[src/rtl/km_pkg.sv]
// km_pkg: shared state encoding, cluster ids and default widths for the centroid update stage.
package km_pkg;
  typedef enum logic [1:0] {ACCUM, DIVIDE, DONE} state_t;
  localparam logic [1:0] C1 = 2'd0;
  localparam logic [1:0] C2 = 2'd1;
  localparam logic [1:0] C3 = 2'd2;
  localparam logic [1:0] C_BAD = 2'd3;
  localparam int NUM_CLUSTERS = 3;
  localparam int COORD_W_DEF = 16;
  localparam int CNT_W_DEF = 16;
endpackage

[src/rtl/km_serial_div.sv]
// km_serial_div: unsigned restoring divider, one quotient bit per cycle, W cycles after start.
module km_serial_div #(
  parameter int W = 32,
  parameter int QW = W
) (
  input  logic          clk,
  input  logic          rst,
  input  logic          start,
  input  logic [W-1:0]  dividend,
  input  logic [W-1:0]  divisor,
  output logic [QW-1:0] quotient,
  output logic          done
);
  localparam int NW = $clog2(W + 1);
  logic [W-1:0] rem, quo, dvs, rem_next, quo_next;
  logic [NW-1:0] n;
  logic [W:0] sh;
  logic ge;
  always_comb begin
    sh = {rem, quo[W-1]};
    ge = sh >= {1'b0, dvs};
    rem_next = ge ? sh[W-1:0] - dvs : sh[W-1:0];
    quo_next = {quo[W-2:0], ge};
  end
  // quotient is the result of the iteration in flight, valid while done is high
  assign quotient = quo_next[QW-1:0];
  assign done = n == NW'(1);
  always_ff @(posedge clk) begin
    if (rst) begin
      rem <= '0;
      quo <= '0;
      dvs <= '0;
      n <= '0;
    end else if (start) begin
      rem <= '0;
      quo <= dividend;
      dvs <= divisor;
      n <= NW'(W);
    end else if (n != '0) begin
      rem <= rem_next;
      quo <= quo_next;
      n <= n - 1'b1;
    end
  end
endmodule

[src/rtl/kmeans_centroid_update.sv]
// kmeans_centroid_update: per-cluster sum/count accumulation and serial-divide centroid refresh; KM_CONVERGE_EN adds the converged flag.
module kmeans_centroid_update
  import km_pkg::*;
#(
  parameter int COORD_W = COORD_W_DEF,
  parameter int CNT_W = CNT_W_DEF,
  parameter int SUM_W = COORD_W + CNT_W
) (
  input  logic                   clk,
  input  logic                   rst,
  input  logic                   pt_valid,
  output logic                   pt_ready,
  input  logic [COORD_W-1:0]     pt_x,
  input  logic [COORD_W-1:0]     pt_y,
  input  logic [1:0]             cluster_id,
  input  logic                   pass_end,
  input  logic                   init_load,
  input  logic [3*COORD_W-1:0]   init_cx,
  input  logic [3*COORD_W-1:0]   init_cy,
  output logic [3*COORD_W-1:0]   cent_x,
  output logic [3*COORD_W-1:0]   cent_y,
  output logic                   busy,
  output logic                   done,
  output logic                   ovf,
`ifdef KM_CONVERGE_EN
  output logic                   converged,
`endif
  output logic                   bad_id
);
  localparam int CW = $clog2(SUM_W + 1);
  localparam logic [CW-1:0] LAST = CW'(SUM_W);
  localparam logic [CNT_W-1:0] CNT_MAX = '1;
  state_t state;
  logic [2:0] slot;
  logic [CW-1:0] cyc;
  logic [SUM_W-1:0] sum_x [NUM_CLUSTERS];
  logic [SUM_W-1:0] sum_y [NUM_CLUSTERS];
  logic [CNT_W-1:0] cnt [NUM_CLUSTERS];
  logic [1:0] k;
  logic take, dv_start, dv_done, wr;
  logic [SUM_W-1:0] dv_a, dv_b;
  logic [COORD_W-1:0] q;
  // slot order C1x, C1y, C2x, C2y, C3x, C3y: cluster in slot[2:1], axis in slot[0]
  assign k = slot[2:1];
  assign take = pt_valid && pt_ready;
  assign dv_start = state == DIVIDE && cyc == '0;
  assign dv_a = slot[0] ? sum_y[k] : sum_x[k];
  assign dv_b = SUM_W'(cnt[k]);
  assign wr = state == DIVIDE && dv_done && cnt[k] != '0;
  km_serial_div #(.W(SUM_W), .QW(COORD_W)) u_div (
    .clk(clk),
    .rst(rst),
    .start(dv_start),
    .dividend(dv_a),
    .divisor(dv_b),
    .quotient(q),
    .done(dv_done)
  );
`ifdef KM_CONVERGE_EN
  logic same;
  logic [COORD_W-1:0] old;
  assign old = slot[0] ? cent_y[k*COORD_W +: COORD_W] : cent_x[k*COORD_W +: COORD_W];
`endif
  always_ff @(posedge clk) begin
    if (rst) begin
      state <= ACCUM;
      slot <= '0;
      cyc <= '0;
      for (int i = 0; i < NUM_CLUSTERS; i++) begin
        sum_x[i] <= '0;
        sum_y[i] <= '0;
        cnt[i] <= '0;
      end
      cent_x <= '0;
      cent_y <= '0;
      pt_ready <= 1'b1;
      busy <= 1'b0;
      done <= 1'b0;
      ovf <= 1'b0;
      bad_id <= 1'b0;
`ifdef KM_CONVERGE_EN
      same <= 1'b0;
      converged <= 1'b0;
`endif
    end else begin
      done <= 1'b0;
      case (state)
        ACCUM: begin
          if (take) begin
            if (cluster_id == C_BAD) bad_id <= 1'b1;
            else if (cnt[cluster_id] == CNT_MAX) ovf <= 1'b1;
            else begin
              sum_x[cluster_id] <= sum_x[cluster_id] + SUM_W'(pt_x);
              sum_y[cluster_id] <= sum_y[cluster_id] + SUM_W'(pt_y);
              cnt[cluster_id] <= cnt[cluster_id] + 1'b1;
            end
          end
          if (init_load) begin
            cent_x <= init_cx;
            cent_y <= init_cy;
`ifdef KM_CONVERGE_EN
            converged <= 1'b0;
`endif
          end else if (pass_end) begin
            state <= DIVIDE;
            pt_ready <= 1'b0;
            busy <= 1'b1;
            slot <= '0;
            cyc <= '0;
`ifdef KM_CONVERGE_EN
            same <= 1'b1;
`endif
          end
        end
        DIVIDE: begin
          if (wr) begin
            if (slot[0]) cent_y[k*COORD_W +: COORD_W] <= q;
            else cent_x[k*COORD_W +: COORD_W] <= q;
`ifdef KM_CONVERGE_EN
            if (q != old) same <= 1'b0;
`endif
          end
          cyc <= cyc == LAST ? '0 : cyc + 1'b1;
          if (cyc == LAST) begin
            slot <= slot + 1'b1;
            if (slot == 3'd5) begin
              state <= DONE;
              busy <= 1'b0;
              done <= 1'b1;
            end
          end
        end
        default: begin
          for (int i = 0; i < NUM_CLUSTERS; i++) begin
            sum_x[i] <= '0;
            sum_y[i] <= '0;
            cnt[i] <= '0;
          end
          state <= ACCUM;
          pt_ready <= 1'b1;
`ifdef KM_CONVERGE_EN
          converged <= same;
`endif
        end
      endcase
    end
  end
endmodule
[config.mk]
export PLATFORM = sky130hd
export DESIGN_NAME = kmeans_centroid_update
export DESIGN_NICKNAME = d
export VERILOG_FILES = /design/src/rtl/km_pkg.sv /design/src/rtl/km_serial_div.sv /design/src/rtl/kmeans_centroid_update.sv
export SDC_FILE = /design/constraint.sdc
export NUM_CORES = 1
export LEC_CHECK = 0
export ABC_AREA = 1
export CORE_UTILIZATION = 41
export CTS_BUF_LIST = sky130_fd_sc_hd__clkbuf_2
export CTS_CLUSTER_SIZE = 20
export DETAILED_ROUTE_END_ITERATION = 10
export GPL_ROUTABILITY_DRIVEN = 0
export SYNTH_ARGS = -nofsm -noshare
export SYNTH_HDL_FRONTEND = slang
export SYNTH_SLANG_ARGS = --single-unit
[constraint.sdc]
create_clock -name clk -period 6 [get_ports clk]
set_input_delay 1.2 -clock clk [delete_from_list [all_inputs] [get_ports clk]]
set_output_delay 1.2 -clock clk [all_outputs]
set_load 0.005 [all_outputs]
# After elaboration in Yosys (flattened, before gate mapping)
# Memories as Yosys holds them, arrays and structs flattened. A register that Yosys moved wholly into a read port is not among the register bits.
# Cells that the tools add are included.
# W data, S select, Z words.
# word_totals
ff_bits	198
mem_bits_rw	240
input_bits	135
out_inout_bits	101
word_cells	153
n_memories	3
# op_classes
add_sub_neg	8
n_lt_le_gt_ge	1
eq_ne	14
shift	2
mux	73
bitwise	12
n_reduce_logical	25
# memory_table
name	depth	word_bits	rd	rd_clocked_by_memory_dff	wr	line_no	source
sum_x	3	32	2	1	3	kmeans_centroid_update.sv:36	logic [SUM_W-1:0] sum_x [NUM_CLUSTERS];
sum_y	3	32	2	1	3	kmeans_centroid_update.sv:37	logic [SUM_W-1:0] sum_y [NUM_CLUSTERS];
cnt	3	16	2	1	3	kmeans_centroid_update.sv:38	logic [CNT_W-1:0] cnt [NUM_CLUSTERS];
# op_table
operator	count
$mux W32	12
$mux W48	6
$pmux W48 S2	2
$bwmux W48	2
$add A32 B16 Y32	2
$mux W16	4
$reduce_or A32 Y1	2
$shift A16 B34 Y48 const A	1
$shiftx A16 B34 Y48	1
$neg A6 Y34	1
$ge A33 B16 Y1	1
$sub A32 B16 Y32	1
$mux W6	5
$mux W2	13
$mux W1	21
$reduce_and A4 Y1	5
$add A16 B1 Y16 const B	1
$eq A16 B16 Y1 const B	1
$reduce_bool A16 Y1	1
$reduce_or A16 Y1	1
$ne A2 B2 Y1 const B	6
$pmux W6 S2	1
$mux W3	3
$or A1 B1 Y1	9
22 further kinds	33

# Longest topological paths before layout
# An unclocked memory read counts as a cell.
# depth
ltp_word	10
ltp_mapped	23
depth_no_buf	21

# Modules after synthesis
# From an unflattened synthesis, not the netlist that was laid out.
# hier_totals
cells_unflattened	4309
area_unflattened_um2	31704.2
# by_module_without_submodules
module	n_inst	cells_each	area_each_um2	seq_area_each_um2
kmeans_centroid_update	1	3228	24930.2	11891.4
km_serial_div	1	1081	6774.0	2042.0

# Worst setup path before layout
# No wires, ideal clock.
# synth_timing
kind	input to register
from	input port cluster_id[0]
to	memory cnt[0][0] (netlist bit) (enable)
setup_ns	0.441
t_arrival_ns	4.610
t_required_ns	5.559
path_slack_ns	0.949
stages	14
n_path_buf	3
cell_sequence	buf_4 > nand2_4 > inv_4 > buf_6 > a22o_1 > nor2_2 > inv_1 > ha_1 > nand2_2 > nor2_4 > nand4_4 > nand3_4 > buf_6 > nand2_1
# synth_rtl
element	line_no	source
from (decl)	kmeans_centroid_update.sv:15	input logic [1:0] cluster_id,
to (decl)	kmeans_centroid_update.sv:38	

==> tab_implementation.tex <==
\begin{tabular}{lr}
\hline
Metric & Value \\
\hline
\multicolumn{2}{l}{\textbf{Drt}} \\
Final ANT Viol Nets & 0 \\
Number of detailed-route iterations in the first pass & 6 \\
Routed length on met2 & $\sim$44 mm \\
Top sig layer & met4 \\
Post-DR wirelength/cell & $\sim$18 um \\
DRT met1 WL & between 40 and 50 mm \\
Via-to-Cell Ratio & about 5.2 \\
Total wire length after detailed routing & 95.8 mm \\
Number of DRC violations after detailed routing & 0 \\
Detailed-routed wire length on met3 & about 6.8 mm \\
Via count of the routed design & about 27,000 \\
Initial drt markers & 2,477 \\
\multicolumn{2}{l}{\textbf{Synthesis}} \\
Number of different library cells in the post-synthesis netlist & 62 \\
Count of warnings emitted by yosys & 0 \\
Post-synthesis instance area & 29,600 um2 \\
Share of the yosys chip area belonging to registers & 0.459 \\
Largest area contributor in the netlist & sky130\_fd\_sc\_hd\_\_edfxtp\_1 \\
Post-Synthesis Cells & roughly 3,900 \\
Proportion of register bits with asynchronous set or reset after synthesis & 0 \\
Commonest register cell after synthesis & sky130\_fd\_sc\_hd\_\_edfxtp\_1 \\
Mean instance size in the synthesized netlist & $\sim$7.6 um2 \\
Cell types with the largest area share after synthesis & sky130\_fd\_sc\_hd\_\_edfxtp\_1 32\%, sky130\_fd\_sc\_hd\_\_dfxtp\_1 14\%, sky130\_fd\_sc\_hd\_\_nand2\_1 11\% \\
Number of enable flip-flop cells after synthesis & 320 \\
Register bit count reported by yosys & 520 \\
Area fraction of the dominant cell type after synthesis & 0.324 \\
\multicolumn{2}{l}{\textbf{Clocking}} \\
Clock root buffer & sky130\_fd\_sc\_hd\_\_clkbuf\_2 \\
Number of hold buffers added after CTS & 0 \\
Post-CTS setup buffer count & 0 \\
Depth of the CTS H-tree & 4 \\
CTS sink count & 520 \\
Total clock buffers created by CTS & roughly 140 \\
Clock slew at the register clock pins of the worst setup and hold paths & 0.10 ns \\
Clock Path Buffers & 3 \\
\# resized after CTS & 0 \\
TritonCTS clock tree & built \\
Clock Latency Late Sink & 1.37 ns \\
\multicolumn{2}{l}{\textbf{Finish}} \\
Layout cells sized above 1 & 0.0849 \\
Layout overhead on the synthesized area & 15.6\% \\
Final Util & 0.479 \\
Net count, final & between 4,000 and 5,000 \\
FILL cells & between 7,000 and 8,000 \\
\multicolumn{2}{l}{\textbf{Die}} \\
Die outline area & around 73,000 um2 \\
Ports & 236 \\
Initial Util & 0.415 \\
Floorplan die height & 271 um \\
Die outline width & around 270 um \\
Total core area & 71,500 um2 \\
Number of placement rows & between 90 and 100 \\
\multicolumn{2}{l}{\textbf{Timing}} \\
Pins over their slew limit & 0 \\
Slew at the pin closest to its max-slew limit & approximately 1.3 ns \\
Final worst path period need & slightly above 4 ns \\
RSZ-0062 raised after global routing & false \\
Final setup TNS & 0 ns \\
Fmax achieved & $\sim$250 MHz \\
Final setup fails & 0 \\
Relative slew slack & 0.164 \\
Post-route fraction of the period consumed by the critical path & 0.676 \\
Number of hold violations in the final report & 0 \\
Final clock skew & around 0.11 ns \\
\multicolumn{2}{l}{\textbf{Setup path}} \\
Kind of end point of the critical path & flop \\
Crit start category & input pin \\
Required time of the critical path & approximately 7 ns \\
Critical Path Most Common Cell & sky130\_fd\_sc\_hd\_\_nand2\_1 \\
Endpoint arrival time on the critical path & a little over 5 ns \\
Number of gates on the worst path with buffers counted & 17 \\
Critical setup path kind & input pin to flop \\
Highest net fanout along the worst path & 27 \\
Top Family by Delay on Critical Path & buffers and inverters \\
Ordered list of cells on the worst path & clkdlybuf4s50\_1, inv\_2, nand2\_4, inv\_4, a22oi\_1, nand3\_1, ha\_1, inv\_1, fa\_1, o21ai\_0, a21oi\_1, o21ai\_0, nand2\_1, nand2\_1, nand2\_1, xnor2\_1, nor2\_1 \\
Worst reg-to-reg path cell count & 13 \\
Total buffers and inverters traversed by the critical path & 4 \\
Delay of the slowest cell on the worst path & approximately 0.66 ns \\
Cell at the slowest stage of the critical path & sky130\_fd\_sc\_hd\_\_clkdlybuf4s50\_1 \\
\multicolumn{2}{l}{\textbf{Power and ir drop}} \\
Internal Power & roughly 7.1 mW \\
Psw & around 4.8 mW \\
Net switching fraction of the power & 0.404 \\
Power Dens Cells & about 350 nW/um2 \\
Logic pwr share & 0.371 \\
Static leakage power & roughly 15 nW \\
Clock Power Share & 0.233 \\
Flop pwr share & 0.395 \\
Max rail drop VDD & approximately 0.17 mV \\
\multicolumn{2}{l}{\textbf{GRT}} \\
Maximum number of pins on one net before global-route repair & 100 \\
Antenna violations before repair & 4 \\
GRT Overall Usage & 0.256 \\
Wire length of the first global-routing pass & about 150 mm \\
Overflow after GRT & 0 \\
Number of global-route vias before repair & approximately 26,000 \\
\multicolumn{2}{l}{\textbf{Status}} \\
Result of the run & completed \\
\multicolumn{2}{l}{\textbf{Worst hold path}} \\
Class of the worst hold path & flop to flop \\
Count of cells along the worst hold path & 2 \\
\multicolumn{2}{l}{\textbf{Flow run}} \\
Maximum capacitance violations & 0 \\
\multicolumn{2}{l}{\textbf{Place}} \\
Placed wire-length estimate after detailed placement & 60.8 mm \\
Port buffer count & approximately 240 \\
\hline
\end{tabular}
## sequential cells by signal, summed over array words and instances, names as in the netlist, named ones only
name and cells:
busy 1, pt_ready 1, cnt 64, u_div.quo 32, ovf 1, u_div.rem 32, slot 3, u_div.n 6
cent_x 48, bad_id 1, sum_x 128, done 1, state 2, sum_y 128, cent_y 48, cyc 6
u_div.dvs 16
## worst paths after layout
path,to,start,slack [ns]
setup reg to reg,cent_x[8],flop,1.97
setup / recovery,sum_x[0][20],cluster_id[1],1.94
hold / removal,u_div.quo[20],u_div.quo[19],0.46
hold reg to reg,u_div.quo[20],u_div.quo[19],0.46
## metrics by stage
step | area (um2) | std cells | power [mW] | hold WS (ns) | worst slack (ns)
after floorplan | 29900 | 3955 | 7.71 | 0.435 | 0.949
after global placement | 32900 | 4985 | 9.18 | 0.455 | 0.699
after detailed placement | 32900 | 4985 | 9.21 | 0.461 | 0.624
after CTS | 34300 | 5236 | 12.0 | 0.384 | 1.99
after global routing | 34300 | 5243 | 12.8 | 0.414 | 1.65
final | 34300 | 5243 | 12.0 | 0.461 | 1.94
## worst reg2reg max path, delay by kind of cell, from the launching register on
kind / cells / cell delay (ns)
simple gates: 10 / 2.18
compound gates: 1 / 0.13
flops: 1 / 0.51
buf+inv: 2 / 1.09
## logic make-up after synthesis
logic type                 synth area share
and+or+nand+nor                       0.258
AOI/OAI and AO/OA                     0.137
buffers and inverters                0.0978
DFF                                   0.459
xor gates and xnor gates             0.0200
adders and majority gates            0.0265
other                              0.000127
muxes                              0.000338
## power by group through the flow
stage / combinational [mW] / clock, mW / sequential [mW]
floorplan: 2.97 / 0 / 4.74
CTS: 4.43 / 2.88 / 4.72
global placement: 4.39 / 0 / 4.79
finish: 4.44 / 2.79 / 4.73
detailed placement: 4.41 / 0 / 4.80
global route: 4.97 / 3.07 / 4.79
## synth_stat cells (all sizes together) (4+ instances only)
master and n:
buf 101, a21o 5, a31oi 20, nor4 7, nand4 92, o21a 6, edfxtp 320, a221oi 4
nand2 849, or2 6, a22oi 60, nor2 692, xor2 29, a21oi 199, inv 480, nand3b 14
clkbuf 101, and2 4, dfxtp 200, nand3 140, nor3 23, xnor2 37, o21bai 4, o211ai 36
ha 58, o21ai 327, o22ai 21, o221ai 22
## routing by layer
layer,GRT usage,vias up
met5,0,-
met3,0.0432,191
met2,0.417,1068
met4,0.0935,0
met1,0.341,12700
li1,-,13400
## cell type report
type,instances,area (um2),share of cell area
well taps,950,1190,0.0347
diodes,7,17.5,0.000511
clock buffers,215,1080,0.0314
inverters,481,1820,0.0531
multi-input cells,2752,13500,0.393
flip-flops and latches,520,13600,0.397
repair buffers,282,2770,0.0808
clock inverters,36,320,0.00935
## layout by cell type (no fill, tap or decap), types with 5 or more instances in the layout
| master | synthesis | layout |
|---|---|---|
| sky130_fd_sc_hd__nand2_1 | 839 | 836 |
| sky130_fd_sc_hd__nor2_1 | 670 | 670 |
| sky130_fd_sc_hd__inv_1 | 462 | 460 |
| sky130_fd_sc_hd__edfxtp_1 | 320 | 320 |
| sky130_fd_sc_hd__o21ai_0 | 310 | 310 |
| sky130_fd_sc_hd__clkdlybuf4s50_1 | 0 | 235 |
| sky130_fd_sc_hd__clkbuf_2 | 0 | 215 |
| sky130_fd_sc_hd__a21oi_1 | 199 | 199 |
| sky130_fd_sc_hd__dfxtp_1 | 200 | 198 |
| sky130_fd_sc_hd__nand3_1 | 135 | 134 |
| sky130_fd_sc_hd__nand4_1 | 91 | 91 |
| sky130_fd_sc_hd__conb_1 | 1 | 80 |
| sky130_fd_sc_hd__ha_1 | 58 | 58 |
| sky130_fd_sc_hd__a22oi_1 | 57 | 57 |
| sky130_fd_sc_hd__buf_4 | 11 | 42 |
| sky130_fd_sc_hd__xnor2_1 | 37 | 37 |
| sky130_fd_sc_hd__o211ai_1 | 36 | 36 |
| sky130_fd_sc_hd__xor2_1 | 27 | 27 |
| sky130_fd_sc_hd__clkinv_1 | 1 | 23 |
| sky130_fd_sc_hd__o221ai_1 | 22 | 22 |
| sky130_fd_sc_hd__o22ai_1 | 21 | 20 |
| sky130_fd_sc_hd__a31oi_1 | 20 | 20 |
| sky130_fd_sc_hd__nor2_2 | 18 | 18 |
| sky130_fd_sc_hd__inv_2 | 16 | 16 |
| sky130_fd_sc_hd__nor3_1 | 15 | 15 |
| sky130_fd_sc_hd__nand3b_1 | 14 | 14 |
| sky130_fd_sc_hd__o21ai_1 | 13 | 13 |
| sky130_fd_sc_hd__nand2_2 | 8 | 8 |
| sky130_fd_sc_hd__diode_2 | 0 | 7 |
| sky130_fd_sc_hd__o21a_1 | 6 | 6 |
| sky130_fd_sc_hd__nor3_2 | 7 | 6 |
| sky130_fd_sc_hd__bufinv_16 | 0 | 6 |
| sky130_fd_sc_hd__nand2_4 | 2 | 5 |
| sky130_fd_sc_hd__a21o_1 | 5 | 5 |
| sky130_fd_sc_hd__nor4_1 | 5 | 5 |
| sky130_fd_sc_hd__buf_12 | 0 | 5 |
Power figures use the tool's default switching activity.
